**src/rtl/video_out.sv**
```systemverilog
// video_out: display-side pixel sink.
// Accepts a 24-bit RGB stream over valid/ready, buffers it in a small FIFO,
// generates raster timing and drives registered DE/HSYNC/VSYNC/RGB. A flush
// on the first vertical-blanking line discards leftover pixels and toggles
// frame_idx_o so the producer can restart each frame in lock-step.
//
// Ports:
//   clk_i            pixel clock (one pixel per cycle)
//   rstn_i           asynchronous active-low reset
//   pixel_valid_i    producer has a pixel
//   pixel_data_i     pixel {R,G,B}
//   pixel_ready_o    FIFO accepts a pixel this cycle
//   frame_idx_o      frame parity, toggles once per frame
//   de_o             data enable (registered)
//   hsync_o          horizontal sync (registered, SYNC_POL active level)
//   vsync_o          vertical sync (registered, SYNC_POL active level)
//   rgb_o            pixel out, zero when de_o is low or on underflow
//   underflow_o      sticky: active pixel needed while FIFO empty
//   underflow_clr_i  clears underflow_o (a same-cycle set wins)
module video_out #(
  parameter int   H_ACTIVE   = 800,
  parameter int   H_FP       = 40,
  parameter int   H_SYNC     = 128,
  parameter int   H_BP       = 88,
  parameter int   V_ACTIVE   = 600,
  parameter int   V_FP       = 1,
  parameter int   V_SYNC     = 4,
  parameter int   V_BP       = 23,
  parameter logic SYNC_POL   = 1'b1,
  parameter int   FIFO_DEPTH = 16
) (
  input  logic        clk_i,
  input  logic        rstn_i,
  input  logic        pixel_valid_i,
  input  logic [23:0] pixel_data_i,
  output logic        pixel_ready_o,
  output logic        frame_idx_o,
  output logic        de_o,
  output logic        hsync_o,
  output logic        vsync_o,
  output logic [23:0] rgb_o,
  output logic        underflow_o,
  input  logic        underflow_clr_i
);

  localparam int H_TOTAL = H_ACTIVE + H_FP + H_SYNC + H_BP;
  localparam int V_TOTAL = V_ACTIVE + V_FP + V_SYNC + V_BP;
  // One extra count of headroom so sync-end compares never overflow.
  localparam int HW = $clog2(H_TOTAL + 1);
  localparam int VW = $clog2(V_TOTAL + 1);
  localparam int AW = $clog2(FIFO_DEPTH);
  localparam int CW = AW + 1;

  localparam logic [HW-1:0] H_ACT  = HW'(H_ACTIVE);
  localparam logic [HW-1:0] H_SS   = HW'(H_ACTIVE + H_FP);
  localparam logic [HW-1:0] H_SE   = HW'(H_ACTIVE + H_FP + H_SYNC);
  localparam logic [HW-1:0] H_LAST = HW'(H_TOTAL - 1);
  localparam logic [VW-1:0] V_ACT  = VW'(V_ACTIVE);
  localparam logic [VW-1:0] V_SS   = VW'(V_ACTIVE + V_FP);
  localparam logic [VW-1:0] V_SE   = VW'(V_ACTIVE + V_FP + V_SYNC);
  localparam logic [VW-1:0] V_LAST = VW'(V_TOTAL - 1);
  localparam logic [CW-1:0] DEPTH  = CW'(FIFO_DEPTH);

  logic [HW-1:0] h_q, h_d;
  logic [VW-1:0] v_q, v_d;
  logic [AW-1:0] wr_q, wr_d, rd_q, rd_d;
  logic [CW-1:0] cnt_q, cnt_d;
  logic [23:0]   mem_q [FIFO_DEPTH];
  logic          de_q, de_d, hs_q, hs_d, vs_q, vs_d;
  logic [23:0]   rgb_q, rgb_d;
  logic          frame_q, frame_d, und_q, und_d;

  logic active, hs_on, vs_on, flush, full, empty, push, pop, h_wrap;

  // Raster position decode and FIFO control, all from registered state.
  always_comb begin
    h_wrap = (h_q == H_LAST);
    h_d    = h_wrap ? '0 : h_q + 1'b1;
    v_d    = v_q;
    if (h_wrap) v_d = (v_q == V_LAST) ? '0 : v_q + 1'b1;

    active = (h_q < H_ACT) && (v_q < V_ACT);
    hs_on  = (h_q >= H_SS) && (h_q < H_SE);
    vs_on  = (v_q >= V_SS) && (v_q < V_SE);
    flush  = (v_q == V_ACT) && (h_q == '0);

    full  = (cnt_q == DEPTH);
    empty = (cnt_q == '0);
    // rstn_i term keeps ready low while reset is held.
    pixel_ready_o = !full && !flush && rstn_i;
    push  = pixel_valid_i && pixel_ready_o;
    pop   = active && !empty;

    wr_d  = push ? wr_q + 1'b1 : wr_q;
    rd_d  = pop ? rd_q + 1'b1 : rd_q;
    cnt_d = cnt_q;
    unique case ({push, pop})
      2'b10:   cnt_d = cnt_q + 1'b1;
      2'b01:   cnt_d = cnt_q - 1'b1;
      default: cnt_d = cnt_q;
    endcase
    // Flush discards whatever is left; pointers realign on the write side.
    if (flush) begin
      cnt_d = '0;
      rd_d  = wr_q;
    end

    de_d    = active;
    hs_d    = hs_on ? SYNC_POL : ~SYNC_POL;
    vs_d    = vs_on ? SYNC_POL : ~SYNC_POL;
    rgb_d   = pop ? mem_q[rd_q] : '0;
    frame_d = flush ? ~frame_q : frame_q;
    und_d   = und_q;
    if (underflow_clr_i) und_d = 1'b0;
    if (active && empty) und_d = 1'b1;
  end

  // Pixel storage carries no reset; occupancy alone decides validity.
  always_ff @(posedge clk_i) begin
    if (push) mem_q[wr_q] <= pixel_data_i;
  end

  always_ff @(posedge clk_i or negedge rstn_i) begin
    if (!rstn_i) begin
      h_q     <= '0;
      v_q     <= '0;
      wr_q    <= '0;
      rd_q    <= '0;
      cnt_q   <= '0;
      de_q    <= 1'b0;
      hs_q    <= ~SYNC_POL;
      vs_q    <= ~SYNC_POL;
      rgb_q   <= '0;
      frame_q <= 1'b0;
      und_q   <= 1'b0;
    end else begin
      h_q     <= h_d;
      v_q     <= v_d;
      wr_q    <= wr_d;
      rd_q    <= rd_d;
      cnt_q   <= cnt_d;
      de_q    <= de_d;
      hs_q    <= hs_d;
      vs_q    <= vs_d;
      rgb_q   <= rgb_d;
      frame_q <= frame_d;
      und_q   <= und_d;
    end
  end

  assign de_o        = de_q;
  assign hsync_o     = hs_q;
  assign vsync_o     = vs_q;
  assign rgb_o       = rgb_q;
  assign frame_idx_o = frame_q;
  assign underflow_o = und_q;

endmodule

```
**config.mk**
```make
export PLATFORM = sky130hd
export DESIGN_NAME = video_out
export DESIGN_NICKNAME = d
export VERILOG_FILES = /design/src/rtl/video_out.sv
export SDC_FILE = /design/constraint.sdc
export NUM_CORES = 1
export LEC_CHECK = 0
export CAP_MARGIN = 10
export CORE_MARGIN = 5
export CORE_UTILIZATION = 30
export DETAILED_ROUTE_END_ITERATION = 16
export PLACE_DENSITY = 0.51
export RECOVER_POWER = 100
export SYNTH_ARGS = -nofsm -noshare
export SYNTH_HDL_FRONTEND = slang
export SYNTH_SLANG_ARGS = --single-unit
```
**constraint.sdc**
```tcl
create_clock -name clk_i -period 4.4 [get_ports clk_i]
set_input_delay 1.32 -clock clk_i [delete_from_list [all_inputs] [get_ports clk_i]]
set_output_delay 1.32 -clock clk_i [all_outputs]
set_load 0.02 [all_outputs]
```
=== Word-level counts from Yosys, hierarchy flattened ===
Memories as Yosys holds them, arrays and structs flattened.
Cells that the tools add are included.

* Output and inout port bits: 30
* Register bits: 63
* RAM bits: 384
* Word-level logic and storage cells: 61
* Memories kept: 1

{| class="wikitable"
|+ Memories
! name !! depth !! width !! rd ports !! clocked after Yosys merged registers in !! wr ports !! RTL line !! text
|-
| mem_q || 16 || 24 || 1 || 0 || 1 || 68 || <nowiki>logic [23:0] mem_q [FIFO_DEPTH];</nowiki>
|}

* Reduce and logical (&&, ||, !) cells: 17
* $add $sub $neg: 6
* Muxes and demuxes: 13
* Bitwise operators: 1
* $lt $le $gt $ge: 6
* Eq/ne operators: 6

{| class="wikitable"
|+ Operator list
! cell !! number
|-
| $mux 24 || 1
|-
| $lt 11x10->1 const B || 2
|-
| $eq 10x10->1 const B || 2
|-
| $lt 10x10->1 const B || 2
|-
| $add 11x1->11 const B || 1
|-
| $eq 11x11->1 const B || 1
|-
| $ge 11x10->1 const B || 1
|-
| $logic_not 11->1 || 1
|-
| $mux 11 || 1
|-
| $add 10x1->10 const B || 1
|-
| $ge 10x10->1 const B || 1
|-
| $mux 10 || 1
|-
| $pmux 5 s2 || 1
|-
| $logic_and 1x1->1 || 9
|-
| $add 4x1->4 const B || 2
|-
| $mux 4 || 2
|-
| $mux 1 || 6
|-
| $add 5x1->5 const B || 1
|-
| $eq 5x5->1 const B || 1
|-
| $logic_not 5->1 || 1
|-
| $mux 5 || 1
|-
| $sub 5x1->5 const B || 1
|-
| $reduce_bool 2->1 || 2
|-
| $logic_not 1->1 || 3
|-
| other kinds (4) || 4
|}

=== Depth between registers and ports, before layout ===
* Depth after elaboration: 9
* Mapped depth: 16

=== Least setup slack after synthesis ===
OpenSTA, ideal clock, no wires.

* Kind: in2reg
* Start point: in rstn_i
* End point: mem mem_q[0][0], enable pin
* Data arrival time: 3.752 ns
* Setup time: 0.435 ns
* Data required time: 3.965 ns
* Path slack: 0.213 ns
* Stages: 5
* Buffers on the path: 1
* Cell sequence: o21ai_0 > a211oi_2 > buf_2 > nand2_1 > nor3_1

* Cells in the longest elaborated chain, start to end: 4

{| class="wikitable"
|+ RTL lines
! what !! RTL line !! text
|-
| start: declaration || 33 || <nowiki>input logic rstn_i,</nowiki>
|-
| $logic_and 1x1->1 || 90 || <nowiki>pixel_ready_o = !full && !flush && rstn_i;</nowiki>
|-
| $logic_and 1x1->1 || 91 || <nowiki>push = pixel_valid_i && pixel_ready_o;</nowiki>
|-
| $mux 1 || 120 || <nowiki>if (push) mem_q[wr_q] <= pixel_data_i;</nowiki>
|-
| $mux 1 (implied by the code) || 120 ||
|-
| end: declaration || 68 ||
|}

Every way passes these cells.

=== Final worst setup path ===
* Start point: reg h_q[6]
* End point: out pixel_ready_o

* Cells in the longest elaborated chain, start to end: 5

{| class="wikitable"
|+ RTL lines
! what !! RTL line !! text
|-
| start: declaration || 64 || <nowiki>logic [HW-1:0] h_q, h_d;</nowiki>
|-
| start signal: assignment || 125 || <nowiki>h_q <= '0;</nowiki>
|-
| start signal: assignment || 137 || <nowiki>h_q <= h_d;</nowiki>
|-
| $logic_not 11->1 || 85 || <nowiki>flush = (v_q == V_ACT) && (h_q == '0);</nowiki>
|-
| $logic_and 1x1->1 || 85 ||
|-
| $logic_not 1->1 || 90 ||
|-
| $logic_and 1x1->1 (2 in a row) || 90 ||
|-
| end: declaration || 36 || <nowiki>output logic pixel_ready_o,</nowiki>
|}

Every way passes these cells.

==> summary.md <==
| Metric | Value |
|---|---|
| HP Class | reg -> reg |
| Final Hold Viols | 0 |
| Critical setup path kind | reg -> out |
| Nets | 970 |
| Max-slew headroom | -0.321 |
| Multi-input logic area | between 4000 and 5000 um^2 |
| Slew of the pin with the lowest slew margin | between 1.5 and 2 ns |
| Leakage | 6.78 nW |
| Logic pwr share | 0.255 |
| Core Util, Final | 0.356 |
| Worst path slowest cell | or4_1 |
| Post-route setup TNS | 0 ns |
| Routed via count | between 8,000 and 9,000 |
| Sw Pwr | ~3.5 mW |
| Remaining antenna violation count | 0 |
| TritonCTS Sinks | between 400 and 500 |
| Number of hold buffers added after cts | 0 |
| Share of the synthesized area in the top cell type | 0.660 |
| CP endpoint kind | output pin |
| # setup viols final | 0 |
| Syn Area/Cell | between 20 and 25 um^2 |
| Startpoint types | flip-flop |
| Final cycle utilization of the critical path | 0.928 |
| Num CTS Buffers | between 40 and 50 |
| Total grt overflow | 0 |
| Max-slew violations | around 140 |
| Die ar. | 63,100 um^2 |
| Failing checks | capacitance limit, slew limit |
| Maximum clock insertion buffer count | 3 |
| Pint | around 9 mW |
| Starting density of the core | 0.303 |
| Cell mode on critical path | nor2_1 |
| Die boundary width | between 200 and 300 um |
| Netlist area before placement | approximately 17,000 um^2 |
| Post-CTS sizing | 0 |
| Reg power frac | 0.425 |
| Register bit total from synthesis | ~450 |
| Critical Path Fanout Max | 10 |
| Critical Path, Cell by Cell | or4_1 -> nor2_1 -> and3_1 -> buf_4 -> nor2_1 -> clkdlybuf4s50_1 |
| Final HPWL DP | 22,600 um |
| Clock skew | ~0.02 ns |
| Fraction of layout cells with a size suffix above 1 | 0.222 |
| Max incr delay on CP | 0.65 ns |
| First-pass GRT wire length | a little under 60,000 um |
| Syn_nets | between 800 and 900 |
| Post-CTS Setup Bufs | 0 |
| Max Fclk | 245 MHz |
| Final wirelength | 40,000 um |
| Max VDD drop | around 0.00036 V |
| Maxcap violations | 4 |
| CTS root buf | clkbuf_16 |
| Iter 0 DRT Violations | between 600 and 700 |
| Reg clk slew, reported paths | roughly 0.060 ns |
| Post-synthesis cell count | about 830 |
| Number of antenna violations at the first check in global routing | 5 |
| Core ar. | a little under 60,000 um^2 |
| Most frequent cells in the layout | 384 x edfxtp_1, 120 x mux4_2, 61 x dfrtp_1 |
| First-pass iteration count of the detailed router | 5 |
| Power per Cell Area | 606 nW/um^2 |
| N_diodes | 0 |
| Area Growth Syn to Fin | 17.7% |
| Netlist cell types | 47 |
| Clk pwr share | 0.321 |
| Rows | 88 |
| Largest net degree at the start of global routing | 100 |
| Io pins | 58 |
| Routability cong. | roughly 0.76 |
| Top FF cell, synth | edfxtp_1 |
| Gr usage total | 0.126 |
| Die Ht | around 250 um |
| Cell Area, Placed | 19,300 um^2 |
| Port Buf Inserts | 57 |
| Post-route minimum period | between 4 and 5 ns |
| WP data required | 3.08 ns |
| Post-route design area | between 20,000 and 25,000 um^2 |
| Status | complete, but fails checks |
| Warnings from Yosys | 0 |
| DR DRC count | 0 |
| RSZ-0062 raised after global routing | false |
| # H-tree levels | 2 |
| Leading cell type in the layout, fill and taps excluded | edfxtp_1 |
| Switching share of total power | 0.277 |
| FF+latch area | between 10,000 and 15,000 um^2 |
| Worst EP arrival | 2.76 ns |
| CTS tree | yes |
| Fillers | roughly 5,400 |
| DR vias/cell | approximately 4.8 |
| Seq/Total Area, Yosys | 0.750 |
| Clock Latency Late Sink | around 0.59 ns |
| Synth area leaders | edfxtp_1 66%, mux4_2 15%, dfrtp_1 9.0% |
| Synth area leader | edfxtp_1 |
| EDFF count, synth | ~380 |
| Ys async rst share | 0.141 |
| DR WL/cell | about 23 um |
| Number of global-route vias before repair | a little under 9,000 |
## cell usage after synthesis, types with 2 or more instances
master,number
a21boi_0,2
a21oi_1,8
a22oi_1,2
and3_1,38
and4_1,2
buf_1,6
buf_2,14
buf_6,3
clkbuf_1,21
dfrtp_1,63
edfxtp_1,384
ha_1,14
inv_1,15
mux2_2,2
mux2i_1,4
mux4_2,120
nand2_1,17
nand2b_1,5
nand3_1,12
nand3b_1,2
nand4_1,5
nor2_1,20
nor2b_1,3
nor3_1,7
nor3b_1,2
o21ai_0,13
or3_1,4
or4_1,2
xnor2_1,12
xor2_1,13
## metal layers
metal | GRT usage | up-vias | share of wire
met4 | 0.0332 | 4 | 0.020
met5 | 0 | - | 0.00065
li1 | - | 3601 | -
met1 | 0.173 | 4484 | 0.45
met3 | 0.0242 | 63 | 0.043
met2 | 0.208 | 174 | 0.49
## sequential cells by signal, summed over array words and instances (netlist names)
name	flops
frame_idx_o	1
v_q	10
vsync_o	1
h_q	11
rgb_o	24
mem_q	384
de_o	1
underflow_o	1
rd_q	4
hsync_o	1
cnt_q	5
wr_q	4
## metrics by stage
stage / setup WS (ns) / instances / hold WS (ns) / power (mW)
3_3_place_gp: 0.319 / 1643 / 0.465 / 8.74
5_1_grt: 0.110 / 1730 / 0.514 / 13.1
2_1_floorplan: 0.213 / 832 / 0.464 / 7.59
4_1_cts: 0.257 / 1730 / 0.486 / 12.8
6_report: 0.317 / 1730 / 0.472 / 12.5
3_5_place_dp: 0.290 / 1643 / 0.477 / 8.75
## worst paths after layout
kind,startpoint,end,slack (ns),cells after the start
max reg2reg,h_q[6]$_DFF_PN0_,cnt_q[4]$_DFFE_PN0P_,0.58,12
max,h_q[6]$_DFF_PN0_,pixel_ready_o,0.32,6
min in group asynchronous,rstn_i,rgb_o[8]$_DFF_PN0_,0.99,2
min reg2reg,frame_idx_o$_DFFE_PN0P_,frame_idx_o$_DFFE_PN0P_,0.47,1
min,frame_idx_o$_DFFE_PN0P_,frame_idx_o$_DFFE_PN0P_,0.47,1
max in group asynchronous,rstn_i,rd_q[1]$_DFFE_PN0P_,1.25,3
## critical path: cells and delay by family, from the launching register on
family        cells  cell delay, ns
simple gates      4            1.02
buf+inv           2            0.72
flops             1            0.46
## power groups by stage
stage	Combinational [mW]	Sequential [mW]	Clock (mW)
after floorplan	2.28	5.31	0
after global placement	3.34	5.41	0
after detailed placement	3.33	5.41	0
after CTS	3.35	5.33	4.11
after global routing	3.42	5.36	4.27
final	3.17	5.30	4.00
## final cells by class
type | instances | area share
Inverter | 15 | 0.00274
Timing Repair Buffer | 90 | 0.0395
Tap cell | 765 | 0.0466
Clock buffer | 68 | 0.0645
Clock inverter | 19 | 0.0108
Multi-Input combinational cell | 326 | 0.198
Sequential cell | 447 | 0.638
## kinds of logic after synthesis
kind of cell | synth area share
AO/OA/AOI/OAI | 0.0119
AND/OR/NAND/NOR | 0.0418
buffers and inverters | 0.0150
adder cells (fa/ha/maj) | 0.0100
multiplexers | 0.158
flip-flops | 0.750
XOR/XNOR | 0.0125
Power figures use the tool's default switching activity.
